<file path="config.mk">
export PLATFORM = sky130hd
export DESIGN_NAME = exc_ctrl_flat
export DESIGN_NICKNAME = d
export VERILOG_FILES = /design/src/rtl/exc_ctrl_pkg.sv /design/src/rtl/exc_ctrl_if.sv /design/src/rtl/exc_prio_enc.sv /design/src/rtl/exc_ctrl.sv /design/src/flat_wrapper.sv
export SDC_FILE = /design/constraint.sdc
export NUM_CORES = 1
export LEC_CHECK = 0
export CORE_AREA = 2 2 151 153
export DETAILED_ROUTE_END_ITERATION = 12
export DIE_AREA = 0 0 153 155
export PLACE_DENSITY = 0.59
export SKIP_LAST_GASP = 1
export SLEW_MARGIN = 20
export SYNTH_ARGS = -nofsm -noshare
export SYNTH_HDL_FRONTEND = slang
export SYNTH_SLANG_ARGS = --single-unit
</file>
<file path="constraint.sdc">
create_clock -name clk -period 3.4 [get_ports clk]
set_input_delay 0.68 -clock clk [delete_from_list [all_inputs] [get_ports clk]]
set_output_delay 0.68 -clock clk [all_outputs]
set_load 0.01 [all_outputs]
</file>
<file path="src/rtl/exc_ctrl_pkg.sv">
// Shared definitions for the MEM-stage exception resolver: flag bit positions,
// exception codes sent to CP0, CP0 register addresses and FSM states.
package exc_ctrl_pkg;

  localparam int F_ADEL_IF = 0;
  localparam int F_RI      = 1;
  localparam int F_OV      = 2;
  localparam int F_SYS     = 3;
  localparam int F_BP      = 4;
  localparam int F_ERET    = 5;
  localparam int F_ADEL_LD = 6;
  localparam int F_ADES    = 7;
  localparam int F_TLBL    = 8;
  localparam int F_TLBS    = 9;

  localparam logic [4:0] EXC_NONE = 5'h00;
  localparam logic [4:0] EXC_INT  = 5'h01;
  localparam logic [4:0] EXC_ADEL = 5'h04;
  localparam logic [4:0] EXC_ADES = 5'h05;
  localparam logic [4:0] EXC_SYS  = 5'h08;
  localparam logic [4:0] EXC_BP   = 5'h09;
  localparam logic [4:0] EXC_RI   = 5'h0a;
  localparam logic [4:0] EXC_OV   = 5'h0c;
  localparam logic [4:0] EXC_ERET = 5'h0e;

  localparam logic [4:0] CP0_STATUS = 5'd12;
  localparam logic [4:0] CP0_CAUSE  = 5'd13;
  localparam logic [4:0] CP0_EPC    = 5'd14;

  typedef enum logic [1:0] {
    ST_IDLE     = 2'd0,
    ST_REDIRECT = 2'd1,
    ST_QUIET    = 2'd2
  } exc_state_e;

  typedef struct packed {
    logic [4:0] code;
    logic       is_refill;
    logic       is_load;
    logic       is_eret;
    logic       badv_pc;
    logic       badv_data;
  } prio_res_t;

endpackage

</file>
<file path="src/rtl/exc_ctrl_if.sv">
// Bundle between the pipeline/CP0 and the exception resolver; names carry the
// resolver's own port direction suffix.
interface exc_ctrl_if;
  logic        mem_valid_i;
  logic [9:0]  mem_excFlags_i;
  logic [31:0] mem_pc_i;
  logic        mem_in_delay_slot_i;
  logic [31:0] mem_badVaddr_i;
  logic [5:0]  int_i;
  logic [31:0] cp0_status_i;
  logic [31:0] cp0_cause_i;
  logic [31:0] cp0_epc_i;
  logic [31:0] cp0_ebase_i;
  logic        wb_cp0_we_i;
  logic [4:0]  wb_cp0_waddr_i;
  logic [31:0] wb_cp0_wdata_i;
  logic [31:0] exceptionType_o;
  logic [31:0] exceptionAddr_o;
  logic        in_delay_slot_o;
  logic [31:0] badVaddr_o;
  logic        tlbmiss_o;
  logic        load_o;
  logic        flush_o;
  logic        redirect_valid_o;
  logic        redirect_ready_i;
  logic [31:0] newPc_o;

  modport master (
    output mem_valid_i, mem_excFlags_i, mem_pc_i, mem_in_delay_slot_i, mem_badVaddr_i,
           int_i, cp0_status_i, cp0_cause_i, cp0_epc_i, cp0_ebase_i,
           wb_cp0_we_i, wb_cp0_waddr_i, wb_cp0_wdata_i, redirect_ready_i,
    input  exceptionType_o, exceptionAddr_o, in_delay_slot_o, badVaddr_o,
           tlbmiss_o, load_o, flush_o, redirect_valid_o, newPc_o
  );

  modport slave (
    input  mem_valid_i, mem_excFlags_i, mem_pc_i, mem_in_delay_slot_i, mem_badVaddr_i,
           int_i, cp0_status_i, cp0_cause_i, cp0_epc_i, cp0_ebase_i,
           wb_cp0_we_i, wb_cp0_waddr_i, wb_cp0_wdata_i, redirect_ready_i,
    output exceptionType_o, exceptionAddr_o, in_delay_slot_o, badVaddr_o,
           tlbmiss_o, load_o, flush_o, redirect_valid_o, newPc_o
  );
endinterface

</file>
<file path="src/rtl/exc_prio_enc.sv">
// Picks the single highest-priority cause among a pending interrupt and the
// instruction's exception flags. EXC_TLB_REFILL_EN turns tlbl/tlbs into refills.
module exc_prio_enc
  import exc_ctrl_pkg::*;
(
  input  logic [9:0] flags_i,
  input  logic       int_i,
  output prio_res_t  res_o
);

  always_comb begin
    res_o      = '0;
    res_o.code = EXC_NONE;
    if (int_i) begin
      res_o.code = EXC_INT;
    end else if (flags_i[F_ADEL_IF]) begin
      res_o.code    = EXC_ADEL;
      res_o.badv_pc = 1'b1;
    end else if (flags_i[F_RI]) begin
      res_o.code = EXC_RI;
    end else if (flags_i[F_OV]) begin
      res_o.code = EXC_OV;
    end else if (flags_i[F_SYS]) begin
      res_o.code = EXC_SYS;
    end else if (flags_i[F_BP]) begin
      res_o.code = EXC_BP;
    end else if (flags_i[F_ERET]) begin
      res_o.code    = EXC_ERET;
      res_o.is_eret = 1'b1;
    end else if (flags_i[F_ADEL_LD]) begin
      res_o.code      = EXC_ADEL;
      res_o.badv_data = 1'b1;
    end else if (flags_i[F_TLBL]) begin
`ifdef EXC_TLB_REFILL_EN
      res_o.is_refill = 1'b1;
      res_o.is_load   = 1'b1;
`else
      res_o.code      = EXC_ADEL;
`endif
      res_o.badv_data = 1'b1;
    end else if (flags_i[F_ADES]) begin
      res_o.code      = EXC_ADES;
      res_o.badv_data = 1'b1;
    end else if (flags_i[F_TLBS]) begin
`ifdef EXC_TLB_REFILL_EN
      res_o.is_refill = 1'b1;
`else
      res_o.code      = EXC_ADES;
`endif
      res_o.badv_data = 1'b1;
    end
  end

endmodule

</file>
<file path="src/rtl/exc_ctrl.sv">
// MEM-stage exception resolver: bypasses in-flight mtc0 writes, reports one exception
// per hit to CP0, flushes the pipe and holds the redirect PC. Option: EXC_TLB_REFILL_EN.
module exc_ctrl
  import exc_ctrl_pkg::*;
#(
  parameter logic [31:0] RESET_VEC = 32'hBFC0_0000,
  parameter logic [31:0] GEN_OFS   = 32'h0000_0180,
  parameter int          QUIET_CYC = 1
) (
  input logic        clk,
  input logic        rst,
  exc_ctrl_if.slave  bus
);

  localparam int CNT_W = (QUIET_CYC > 1) ? $clog2(QUIET_CYC) : 1;
  localparam logic [CNT_W-1:0] QUIET_LD = CNT_W'(QUIET_CYC - 1);

  exc_state_e       state_q, state_d;
  logic [CNT_W-1:0] quiet_q, quiet_d;
  logic [31:0]      type_q, type_d;
  logic [31:0]      addr_q, addr_d;
  logic             bd_q, bd_d;
  logic [31:0]      badv_q, badv_d;
  logic             tlbmiss_q, tlbmiss_d;
  logic             load_q, load_d;
  logic             flush_q, flush_d;
  logic [31:0]      newpc_q, newpc_d;

  logic [31:0] status_byp, cause_byp, epc_byp;
  logic [31:0] vec_base, vec_ofs;
  logic        int_pend, int_ok, hit;
  prio_res_t   res;
  logic        unused_bits;

  // Cause is only partly software-writable, so only IP[1:0] are bypassed.
  always_comb begin
    status_byp = bus.cp0_status_i;
    cause_byp  = bus.cp0_cause_i;
    epc_byp    = bus.cp0_epc_i;
    if (bus.wb_cp0_we_i) begin
      if (bus.wb_cp0_waddr_i == CP0_STATUS) status_byp = bus.wb_cp0_wdata_i;
      if (bus.wb_cp0_waddr_i == CP0_CAUSE)  cause_byp[9:8] = bus.wb_cp0_wdata_i[9:8];
      if (bus.wb_cp0_waddr_i == CP0_EPC)    epc_byp = bus.wb_cp0_wdata_i;
    end
  end

  assign unused_bits = ^{cause_byp[31:10], cause_byp[7:0], status_byp[31:16], status_byp[7:2]};

  assign int_pend = status_byp[0] & ~status_byp[1] &
                    (|(status_byp[15:8] & {bus.int_i, cause_byp[9:8]}));
  assign int_ok   = int_pend & (state_q == ST_IDLE);
  assign hit      = bus.mem_valid_i & (state_q != ST_REDIRECT) &
                    ((|bus.mem_excFlags_i) | int_ok);

  exc_prio_enc u_prio (
    .flags_i (bus.mem_excFlags_i),
    .int_i   (int_ok),
    .res_o   (res)
  );

  assign vec_base = (bus.cp0_ebase_i == 32'h0) ? RESET_VEC : bus.cp0_ebase_i;
  assign vec_ofs  = (res.is_refill && !status_byp[1]) ? 32'h0 : GEN_OFS;

  always_comb begin
    state_d   = state_q;
    quiet_d   = quiet_q;
    type_d    = '0;
    addr_d    = '0;
    bd_d      = 1'b0;
    badv_d    = '0;
    tlbmiss_d = 1'b0;
    load_d    = 1'b0;
    flush_d   = 1'b0;
    newpc_d   = newpc_q;
    case (state_q)
      ST_IDLE: ;
      ST_REDIRECT: begin
        if (bus.redirect_ready_i) begin
          state_d = ST_QUIET;
          quiet_d = QUIET_LD;
        end
      end
      ST_QUIET: begin
        if (quiet_q == '0) state_d = ST_IDLE;
        else               quiet_d = quiet_q - CNT_W'(1);
      end
      default: state_d = ST_IDLE;
    endcase
    if (hit) begin
      state_d   = ST_REDIRECT;
      type_d    = {27'h0, res.code};
      addr_d    = bus.mem_pc_i;
      bd_d      = res.is_eret ? 1'b0 : bus.mem_in_delay_slot_i;
      badv_d    = res.badv_pc   ? bus.mem_pc_i :
                  res.badv_data ? bus.mem_badVaddr_i : 32'h0;
      tlbmiss_d = res.is_refill;
      load_d    = res.is_load;
      flush_d   = 1'b1;
      newpc_d   = res.is_eret ? epc_byp : vec_base + vec_ofs;
    end
  end

  always_ff @(posedge clk or posedge rst) begin
    if (rst) begin
      state_q   <= ST_IDLE;
      quiet_q   <= '0;
      type_q    <= '0;
      addr_q    <= '0;
      bd_q      <= 1'b0;
      badv_q    <= '0;
      tlbmiss_q <= 1'b0;
      load_q    <= 1'b0;
      flush_q   <= 1'b0;
      newpc_q   <= '0;
    end else begin
      state_q   <= state_d;
      quiet_q   <= quiet_d;
      type_q    <= type_d;
      addr_q    <= addr_d;
      bd_q      <= bd_d;
      badv_q    <= badv_d;
      tlbmiss_q <= tlbmiss_d;
      load_q    <= load_d;
      flush_q   <= flush_d;
      newpc_q   <= newpc_d;
    end
  end

  assign bus.exceptionType_o  = type_q;
  assign bus.exceptionAddr_o  = addr_q;
  assign bus.in_delay_slot_o  = bd_q;
  assign bus.badVaddr_o       = badv_q;
  assign bus.tlbmiss_o        = tlbmiss_q;
  assign bus.load_o           = load_q;
  assign bus.flush_o          = flush_q;
  assign bus.redirect_valid_o = (state_q == ST_REDIRECT);
  assign bus.newPc_o          = newpc_q;

endmodule

</file>
<file path="src/flat_wrapper.sv">
// flat-port wrapper written by rule: the top's interface ports become plain ports
module exc_ctrl_flat import exc_ctrl_pkg::*;
#(
  parameter logic [31:0] RESET_VEC = 32'hBFC0_0000,
  parameter logic [31:0] GEN_OFS   = 32'h0000_0180,
  parameter int          QUIET_CYC = 1
)
  (clk, rst, bus_mem_valid_i, bus_mem_excFlags_i, bus_mem_pc_i, bus_mem_in_delay_slot_i, bus_mem_badVaddr_i, bus_int_i, bus_cp0_status_i, bus_cp0_cause_i, bus_cp0_epc_i, bus_cp0_ebase_i, bus_wb_cp0_we_i, bus_wb_cp0_waddr_i, bus_wb_cp0_wdata_i, bus_redirect_ready_i, bus_exceptionType_o, bus_exceptionAddr_o, bus_in_delay_slot_o, bus_badVaddr_o, bus_tlbmiss_o, bus_load_o, bus_flush_o, bus_redirect_valid_o, bus_newPc_o);
  exc_ctrl_if bus_i ();
  input logic clk;
  input logic rst;
  input wire logic [$bits(bus_i.mem_valid_i)-1:0] bus_mem_valid_i;
  input wire logic [$bits(bus_i.mem_excFlags_i)-1:0] bus_mem_excFlags_i;
  input wire logic [$bits(bus_i.mem_pc_i)-1:0] bus_mem_pc_i;
  input wire logic [$bits(bus_i.mem_in_delay_slot_i)-1:0] bus_mem_in_delay_slot_i;
  input wire logic [$bits(bus_i.mem_badVaddr_i)-1:0] bus_mem_badVaddr_i;
  input wire logic [$bits(bus_i.int_i)-1:0] bus_int_i;
  input wire logic [$bits(bus_i.cp0_status_i)-1:0] bus_cp0_status_i;
  input wire logic [$bits(bus_i.cp0_cause_i)-1:0] bus_cp0_cause_i;
  input wire logic [$bits(bus_i.cp0_epc_i)-1:0] bus_cp0_epc_i;
  input wire logic [$bits(bus_i.cp0_ebase_i)-1:0] bus_cp0_ebase_i;
  input wire logic [$bits(bus_i.wb_cp0_we_i)-1:0] bus_wb_cp0_we_i;
  input wire logic [$bits(bus_i.wb_cp0_waddr_i)-1:0] bus_wb_cp0_waddr_i;
  input wire logic [$bits(bus_i.wb_cp0_wdata_i)-1:0] bus_wb_cp0_wdata_i;
  input wire logic [$bits(bus_i.redirect_ready_i)-1:0] bus_redirect_ready_i;
  output wire logic [$bits(bus_i.exceptionType_o)-1:0] bus_exceptionType_o;
  output wire logic [$bits(bus_i.exceptionAddr_o)-1:0] bus_exceptionAddr_o;
  output wire logic [$bits(bus_i.in_delay_slot_o)-1:0] bus_in_delay_slot_o;
  output wire logic [$bits(bus_i.badVaddr_o)-1:0] bus_badVaddr_o;
  output wire logic [$bits(bus_i.tlbmiss_o)-1:0] bus_tlbmiss_o;
  output wire logic [$bits(bus_i.load_o)-1:0] bus_load_o;
  output wire logic [$bits(bus_i.flush_o)-1:0] bus_flush_o;
  output wire logic [$bits(bus_i.redirect_valid_o)-1:0] bus_redirect_valid_o;
  output wire logic [$bits(bus_i.newPc_o)-1:0] bus_newPc_o;
  assign bus_i.mem_valid_i = bus_mem_valid_i;
  assign bus_i.mem_excFlags_i = bus_mem_excFlags_i;
  assign bus_i.mem_pc_i = bus_mem_pc_i;
  assign bus_i.mem_in_delay_slot_i = bus_mem_in_delay_slot_i;
  assign bus_i.mem_badVaddr_i = bus_mem_badVaddr_i;
  assign bus_i.int_i = bus_int_i;
  assign bus_i.cp0_status_i = bus_cp0_status_i;
  assign bus_i.cp0_cause_i = bus_cp0_cause_i;
  assign bus_i.cp0_epc_i = bus_cp0_epc_i;
  assign bus_i.cp0_ebase_i = bus_cp0_ebase_i;
  assign bus_i.wb_cp0_we_i = bus_wb_cp0_we_i;
  assign bus_i.wb_cp0_waddr_i = bus_wb_cp0_waddr_i;
  assign bus_i.wb_cp0_wdata_i = bus_wb_cp0_wdata_i;
  assign bus_i.redirect_ready_i = bus_redirect_ready_i;
  assign bus_exceptionType_o = bus_i.exceptionType_o;
  assign bus_exceptionAddr_o = bus_i.exceptionAddr_o;
  assign bus_in_delay_slot_o = bus_i.in_delay_slot_o;
  assign bus_badVaddr_o = bus_i.badVaddr_o;
  assign bus_tlbmiss_o = bus_i.tlbmiss_o;
  assign bus_load_o = bus_i.load_o;
  assign bus_flush_o = bus_i.flush_o;
  assign bus_redirect_valid_o = bus_i.redirect_valid_o;
  assign bus_newPc_o = bus_i.newPc_o;
  exc_ctrl #(.RESET_VEC(RESET_VEC), .GEN_OFS(GEN_OFS), .QUIET_CYC(QUIET_CYC)) u_core (.clk(clk), .rst(rst), .bus(bus_i));
endmodule
</file>
Word level (Yosys, flattened, before mapping) --
Index checks and enable logic that the tools add are counted.
Word-level totals: input port bits 251, word-level logic and storage cells 87, output and inout bits 133, bits in registers 106
Cells by class: add/sub/neg operators 2, multiplexer cells 52, bitwise operators 8, eq/ne operators 10, reduce and logical (&&, ||, !) cells 7
Operators with widths (count):
- $mux 32 | 8
- $mux 5 | 11
- $add 32x9->32 const B | 1
- $logic_not 32->1 | 1
- $mux 16 | 2
- $mux 1 | 22
- $eq 5x4->1 const B | 3
- $mux 2 | 5
- $reduce_or 10->1 | 1
- $and 8x8->8 | 1
- $reduce_or 8->1 | 1
- $mux 3 | 2
- $pmux 2 s3 | 1
- $and 1x1->1 | 5
- $ne 2x1->1 const B | 2
- $ne 3x2->1 const B | 1
- $ne 3x3->1 const B | 1
- $reduce_and 3->1 | 1
- $eq 2x1->1 const B | 1
- $eq 2x2->1 const B | 1
- $logic_not 2->1 | 1
- $ne 2x2->1 const B | 1
- $pmux 1 s2 | 1
- $reduce_and 2->1 | 1
- 4 further kinds | 4

Depth between registers and ports, before layout --
Gate-level depths: netlist of run 1.
word-level depth 14, depth in mapped cells 10, depth with buffers taken out 8

Hierarchy --
Synthesis of run 1 repeated with hierarchy kept, for this count alone.
Unflattened totals: cells, all modules 546, area total of the unflattened synthesis 5808.1 um2
Modules (own cells, without submodules):
- exc_ctrl | cells an instance 520, sequential area each 2677.6 um2, area each 5657.9 um2, times used 1
- exc_prio_enc | cells an instance 26, sequential area each 0.0 um2, area each 150.1 um2, times used 1

Least setup slack after synthesis of run 1 --
No wires, ideal clock.
path type input port to flip-flop, start in bus_wb_cp0_waddr_i[4], end reg u_core.newpc_q[0], in the netlist u_core.bus.newPc_o[0], setup time 0.129 ns, cell stages on the path 10, slack 0.627 ns, required time 3.271 ns, buffers on the path 2, data arrival time 2.645 ns, cell sequence nand4b_4 -> nor3_4 -> mux2_2 -> a221o_1 -> o21ai_2 -> inv_2 -> buf_2 -> clkbuf_1 -> nand3_1 -> o211ai_2
On the way: word-level cells in the longest chain between the ends 9, elaborated cells on any way between the ends 19, classes of those cells eq/ne (3); mux (8); bitwise (7); reduce/logical (1)
RTL lines:
- start: declaration | RTL line flat_wrapper.sv:23 | input wire logic [$bits(bus_i.wb_cp0_waddr_i)-1:0] bus_wb_cp0_waddr_i;
- $eq 5x4->1, on equally long branches | RTL line exc_ctrl.sv:41, exc_ctrl.sv:42
- $mux 16 / $mux 2 (equally long branches) | RTL line exc_ctrl.sv:41, exc_ctrl.sv:42
- $mux 16 / $mux 2 (equally long branches) | RTL line exc_ctrl.sv:40 | if (bus.wb_cp0_we_i) begin
- $and 8x8->8 / $not 1->1 (equally long branches) | RTL line exc_ctrl.sv:50, exc_ctrl.sv:49
- $reduce_or 8->1 / $and 1x1->1 (equally long branches) | RTL line exc_ctrl.sv:50, exc_ctrl.sv:49
- $and 1x1->1 | RTL line exc_ctrl.sv:49 | assign int_pend = status_byp[0] & ~status_byp[1] &
- $and 1x1->1 | RTL line exc_ctrl.sv:51 | assign int_ok = int_pend & (state_q == ST_IDLE);
- $mux 3 / $or 1x1->1 (equally long branches) | RTL line exc_prio_enc.sv:14, exc_ctrl.sv:53
- $mux 32 / $and 1x1->1 (equally long branches) | RTL line exc_ctrl.sv:99, exc_ctrl.sv:52
- end signal: assignment | RTL line exc_ctrl.sv:125 | newpc_q <= newpc_d;
- end: declaration | RTL line exc_ctrl.sv:27 | logic [31:0] newpc_q, newpc_d;
Several ways; a longest one is shown, not always the timed one. A chain may end at the register's enable or synchronous reset.

Worst setup path in the final report of run 1 --
start in bus_wb_cp0_waddr_i[3], end reg u_core.newpc_q[5], in the netlist u_core.bus.newPc_o[5]
The elaborated chain is that of the path after synthesis.

==> results.cfg, run 1 <==
[logic_synthesis]
synth_cell_types = 57
ys_warn_count = 0
synth-seq-area-share_pct = 47.6
synth_ff_type = dfrtp_1
synth-seq-cells = 104
synth-edff-count = 0
synth_area_per_cell_um2 = 10.1
syn_inst = 542
async_flop_share_pct = 100
synth_area_um2 = 5470

[power]
pwr-share-comb_pct = 31.9
power_density_nw_per_um2 = 402
seqPwrFrac_pct = 39.8
p_switching_uw = 1120
leakagePower_uw = 0.00382
pwr-share-clk_pct = 28.3
power.internal_uw = 2590
switching_share_pct = 30.2
power_uw = 3710
ir_drop_v = 0.000170

[finish]
layout.nets = 1109
final_cells = 1147
area_growth_pct = 68.9
drive_gt1_share_pct = 9.40
final_cell_mix = clkdlybuf4s50_1 (301), dfrtp_1 (104), nor2_1 (52), nand2_1 (47), mux2i_1 (37)
fill_cells = 2155
final_common_cell = clkdlybuf4s50_1
n_antenna_cell = 0

[worst_setup_path]
worstPathMaxFanout = 13
cp_common_cell = buf_4
critical_path_class = primary input to register
worstPathRequired_ns = 3.64
crit_path_top_delay_cell = or4_1
cp-endpoint = u_core.bus.newPc_o[5]
r2r_end = u_core.bus.newPc_o[8]
reg2regPathDepth = 8
ff2ff_setup_slack_ns = 1.44
crit_start = bus_wb_cp0_waddr_i[3]
cp_cell_sequence = clkdlybuf4s50_1, nand4b_4, nor3_4, buf_4, mux2i_1, or4_1, o22a_2, buf_4, and3_1, a211o_1
startpoint_type = primary input
crit_arrival_ns = 3.29
cp-end-kind = register
cp_slowest_stage_delay_ns = 0.53
rr_startpoint = u_core.state_q[0]

[timing]
holdWs_ns = 0.485
drv_slew = 0
min_period_ns = 3.05
hold_viol_final = 0
slew_headroom_pct = 49.1
tightest_slew_ns = 0.762
setup_viol_count_final = 0
fmax_mhz = 327
fin_skew_ns = 0.0133
setup_tns_ns = 0
rsz0062_at_grt = no
min_period_over_period_pct = 89.8

[global_routing]
antenna_found_initial = 0
grt_pass1_vias = 5429
grt_usage_pct = 17.1
grt_max_degree = 45
grt_pass1_wl_mm = 31.5
overflow = 0

[drt]
first_pass_iters = 4
route.detailed.drc = 0
drt_first_iter_violations = 200
ant_nets = 0
viasPerCell = 4.54
avgRoutedWirePerCell_um = 17.9
finalWirelength_mm = 20.5
num_vias = 5207

[die]
core_area_um2 = 22200
start_util_pct = 24.6
dieArea_um2 = 23700
top_level_ports = 384
die_y_um = 155
die_w_um = 153
std_cell_rows = 55

[clocking]
root_buffer = clkbuf_16
h-tree-depth = 3
postCtsHoldBufs = 0
clock_latency_ns = 0.35
post_cts_buffers = 0
cts_resized = 0
tritoncts = built
clock-sinks = 104
clk_path_buf_depth = 2
numCtsBuffers = 9
clkTransAtPathRegs_ns = 0.08

[place]
portBuffers = 301
dp.cells = 1131
place_congestion = 0.835
dpl.hpwl_mm = 16.2

[run]
max-cap-violations = 0

[hold_path]
hold_path_class = register to register
min_from = u_core.bus.newPc_o[17]

[run_status]
status = complete, no violations
==> critical path: cells and delay by family <==
family / cells / cell delay [ns]
compound gates: 2 / 0.53
buf+inv: 3 / 0.90
mux: 1 / 0.10
simple gates: 4 / 1.09
==> sequential cells by signal, summed over array words and instances, names as in the netlist <==
| signal | flops |
|---|---|
| u_core.bus.in_delay_slot_o | 1 |
| u_core.bus.exceptionAddr_o | 32 |
| u_core.bus.exceptionType_o | 4 |
| u_core.bus.flush_o | 1 |
| u_core.bus.newPc_o | 32 |
| u_core.bus.badVaddr_o | 32 |
| u_core.state_q | 2 |
==> synthesized netlist by cell type, drive strengths merged (2+ instances only) <==
cell       n  area share [%]
nand3     22             2.0
and4       3            0.48
nand2b     2            0.23
nand4      7            0.80
buf       42             5.4
o2111ai    2            0.32
xnor2     12             1.9
o211ai    22             3.9
or4        2            0.27
nor4      12             1.5
a21oi      4            0.37
nand2     47             3.2
mux2      11             2.3
nand4b     2            0.59
clkbuf    19             1.3
mux2i     37             6.8
nor3       5            0.66
nor2      53             3.6
a311oi     2            0.32
a211o      3            0.48
inv        8            0.55
a221o      2            0.37
o21ai     13             1.3
xor2       4            0.64
a31oi      5            0.57
a211oi     4            0.55
and2      33             3.8
a22oi     35             4.8
dfrtp    104              48
and3       6            0.69
or2        3            0.34
==> power by group through the flow <==
stage	logic (uW)	clock network [uW]	registers [uW]
final	1180	1050	1480
after floorplan	366	0	1580
after CTS	1210	1090	1480
after global placement	1190	0	1500
after global routing	1290	1140	1500
after detailed placement	1200	0	1500
==> kinds of logic after synthesis <==
| family | count (synthesis) | synth area share (%) |
|---|---|---|
| AND/OR/NAND/NOR | 204 | 19.2 |
| flip-flops | 104 | 47.6 |
| AO/OA/AOI/OAI | 99 | 14.1 |
| buffers and inverters | 69 | 7.25 |
| multiplexers | 48 | 9.03 |
| XOR/XNOR | 16 | 2.56 |
| adder cells (fa/ha/maj) | 1 | 0.229 |
| other | 1 | 0.0685 |
==> worst min path at each step <==
| stage | to | depth (start not counted) |
|---|---|---|
| floorplan | u_core.bus.newPc_o[10] | 2 |
| global placement | u_core.bus.newPc_o[28] | 2 |
| detailed placement | u_core.bus.newPc_o[31] | 2 |
| global route | u_core.bus.newPc_o[17] | 2 |
| finish | u_core.bus.newPc_o[17] | 2 |
| CTS | u_core.bus.newPc_o[31] | 2 |
==> layer usage <==
layer / vias to the layer above / track usage, % / routed length (um)
li1: 2503 / - / -
met2: 235 / 30.7 / 10300
met4: 0 / 3.26 / 191
met3: 10 / 4.54 / 1400
met5: - / 0 / 0
met1: 2459 / 20.7 / 8700
==> stage by stage <==
stage               cell area [um^2]  setup slack [ns]  utilization, %
floorplan                       5590             0.627               -
global placement                8950           -0.0572            40.3
detailed placement              8950           -0.0429            40.3
CTS                             9250             0.333            41.6
global route                    9250             0.217            41.6
finish                          9250             0.345            41.6
==> area by class of cell <==
class | instances | area (um^2) | area share [%]
repair buffers | 336 | 3360 | 36.4
flip-flops and latches | 104 | 2600 | 28.1
clock inverters | 6 | 61.3 | 0.663
clock buffers | 10 | 229 | 2.48
well taps | 285 | 357 | 3.86
inverters | 8 | 33.8 | 0.365
multi-input cells | 398 | 2600 | 28.1
Power figures use the tool's default switching activity.
==> run 2, diff against run 1 <==
- CAP_MARGIN: unset -> 20
- CORE_AREA: 2 2 151 153 -> 2 2 148 150
- CTS_BUF_LIST: unset -> sky130_fd_sc_hd__clkbuf_2 sky130_fd_sc_hd__clkbuf_4 sky130_fd_sc_hd__clkbuf_8
- DIE_AREA: 0 0 153 155 -> 0 0 150 152
- PLACE_DENSITY: 0.59 -> 0.61
==> run 2 against run 1 <==
  * Sequential power hardly changed
  * Die area down 3.9%
  * Total power shrank 6.7%
  * Non-clock buffer count decreased by 3
  * Worst setup slack worse by 0.074 ns
  * Sequential cell count unchanged
  * Via count is 0.67% higher
  * Cell area shrank 1.3%
  * Hold slack gained 0.0065 ns
  * Register-to-register slack improved by 0.12 ns
  * Routed wire length is 1.7% lower
  * Clock-buffer cell count unchanged
==> results.cfg, run 2 (synthesis results as in run 1) <==
[run_status]
status = complete, no violations

[global_routing]
overflow = 0
grt_max_degree = 49
grt_pass1_wl_mm = 30.4
grt_usage_pct = 17.5
antenna_found_initial = 0
grt_pass1_vias = 5417

[clocking]
root_buffer = clkbuf_8
clk_path_buf_depth = 2
clock-sinks = 104
cts_resized = 0
post_cts_buffers = 0
tritoncts = built
numCtsBuffers = 9
clkTransAtPathRegs_ns = 0.10
h-tree-depth = 3
postCtsHoldBufs = 0
clock_latency_ns = 0.40

[timing]
min_period_ns = 3.13
holdWs_ns = 0.491
hold_viol_final = 0
setup_viol_count_final = 0
slew_headroom_pct = 56.9
fmax_mhz = 320
drv_slew = 0
fin_skew_ns = 0.0115
min_period_over_period_pct = 92.0
rsz0062_at_grt = no
tightest_slew_ns = 0.641
timing.final.ws_setup_ns = 0.272

[worst_setup_path]
cp-end-kind = register
crit_arrival_ns = 3.45
cp_common_cell = buf_4
crit_start = bus_wb_cp0_waddr_i[3]
ff2ff_setup_slack_ns = 1.56
cp_slowest_stage_delay_ns = 0.52
worstPathRequired_ns = 3.72
critical_path_class = primary input to register
crit_path_top_delay_cell = clkdlybuf4s50_1
cp_cell_sequence = clkdlybuf4s50_1, nand4b_4, nor3_4, mux2_2, a221o_1, o41ai_1, buf_4, nand2_1, buf_12, buf_4, nor2_1
cp-endpoint = u_core.bus.badVaddr_o[5]
critPathBufInv = 4
r2r_end = u_core.bus.newPc_o[2]
reg2regPathDepth = 8
rr_startpoint = u_core.state_q[0]
crit_family = buffers and inverters
worstPathMaxFanout = 18
startpoint_type = primary input
cp_num_cells = 11

[die]
std_cell_rows = 54
die_y_um = 152
top_level_ports = 384
die_w_um = 150
dieArea_um2 = 22800
core_area_um2 = 21400
start_util_pct = 25.6

[finish]
multi_input_area_um2 = 2600
fill_cells = 2135
final_common_cell = clkdlybuf4s50_1
final_cell_mix = clkdlybuf4s50_1 (301), dfrtp_1 (104), nor2_1 (52), nand2_1 (47), mux2i_1 (37)
final_cells = 1139
n_antenna_cell = 0
layout.nets = 1106
final_area_um2 = 9130
area_growth_pct = 66.7
drive_gt1_share_pct = 9.20
seq_area_um2 = 2600

[drt]
first_pass_iters = 4
viasPerCell = 4.60
num_vias = 5242
drt_first_iter_violations = 169
finalWirelength_mm = 20.2
ant_nets = 0
avgRoutedWirePerCell_um = 17.7
route.detailed.drc = 0

[power]
seqPwrFrac_pct = 42.5
power_density_nw_per_um2 = 380
power.internal_uw = 2380
p_switching_uw = 1090
ir_drop_v = 0.000164
leakagePower_uw = 0.00377
power_uw = 3470
switching_share_pct = 31.4
pwr-share-comb_pct = 34.1
pwr-share-clk_pct = 23.4

[place]
pre_cts_slack_ns = -0.109
dpl.hpwl_mm = 15.8
portBuffers = 301
placed_area_um2 = 8930
place_congestion = 0.812
dp.cells = 1123

[hold_path]
hold_path_class = register to register

[run]
max-cap-violations = 0
## run 2: layout make-up
| type | instances | area share, % |
|---|---|---|
| inverters | 8 | 0.370 |
| clock inverters | 6 | 0.672 |
| well taps | 280 | 3.84 |
| repair buffers | 333 | 36.6 |
| clock buffers | 10 | 1.51 |
| multi-input cells | 398 | 28.5 |
| flip-flops and latches | 104 | 28.5 |
## run 2: how the worst min path moves through the flow
stage / startpoint / end / slack, ns / cells after the start
after CTS: u_core.bus.newPc_o[28] / u_core.bus.newPc_o[28] / 0.49 / 2
after global routing: u_core.bus.newPc_o[1] / u_core.bus.newPc_o[1] / 0.52 / 2
after global placement: u_core.bus.newPc_o[28] / u_core.bus.newPc_o[28] / 0.46 / 2
after floorplan: u_core.bus.newPc_o[10] / u_core.bus.newPc_o[10] / 0.52 / 2
after detailed placement: u_core.bus.newPc_o[28] / u_core.bus.newPc_o[28] / 0.47 / 2
final: u_core.bus.newPc_o[26] / u_core.bus.newPc_o[26] / 0.49 / 2
## run 2: stage by stage
step	util [%]	TNS, ns
finish	42.7	0
global route	42.7	0
CTS	42.7	0
detailed placement	41.8	-1.89
global placement	41.8	-1.94
floorplan	-	0
## run 2: tightest hold or removal path: stages (launching register included)
cell     delay (ns)
dfrtp_1        0.35
nand2_1        0.05
o21ai_0        0.06
## run 2: power groups by stage
stage | Combinational [uW] | Clock [uW] | Sequential (uW)
after floorplan | 366 | 0 | 1580
after CTS | 1200 | 849 | 1480
after global routing | 1280 | 891 | 1490
after global placement | 1190 | 0 | 1500
final | 1180 | 812 | 1470
after detailed placement | 1200 | 0 | 1500
## run 2: metal layers
metal	GRT usage, %	vias to the layer above	share of wire [%]
li1	-	2499	-
met1	20.9	2472	41
met2	30.3	249	49
met3	4.62	22	8.6
met4	5.84	0	2.0
met5	0	-	0
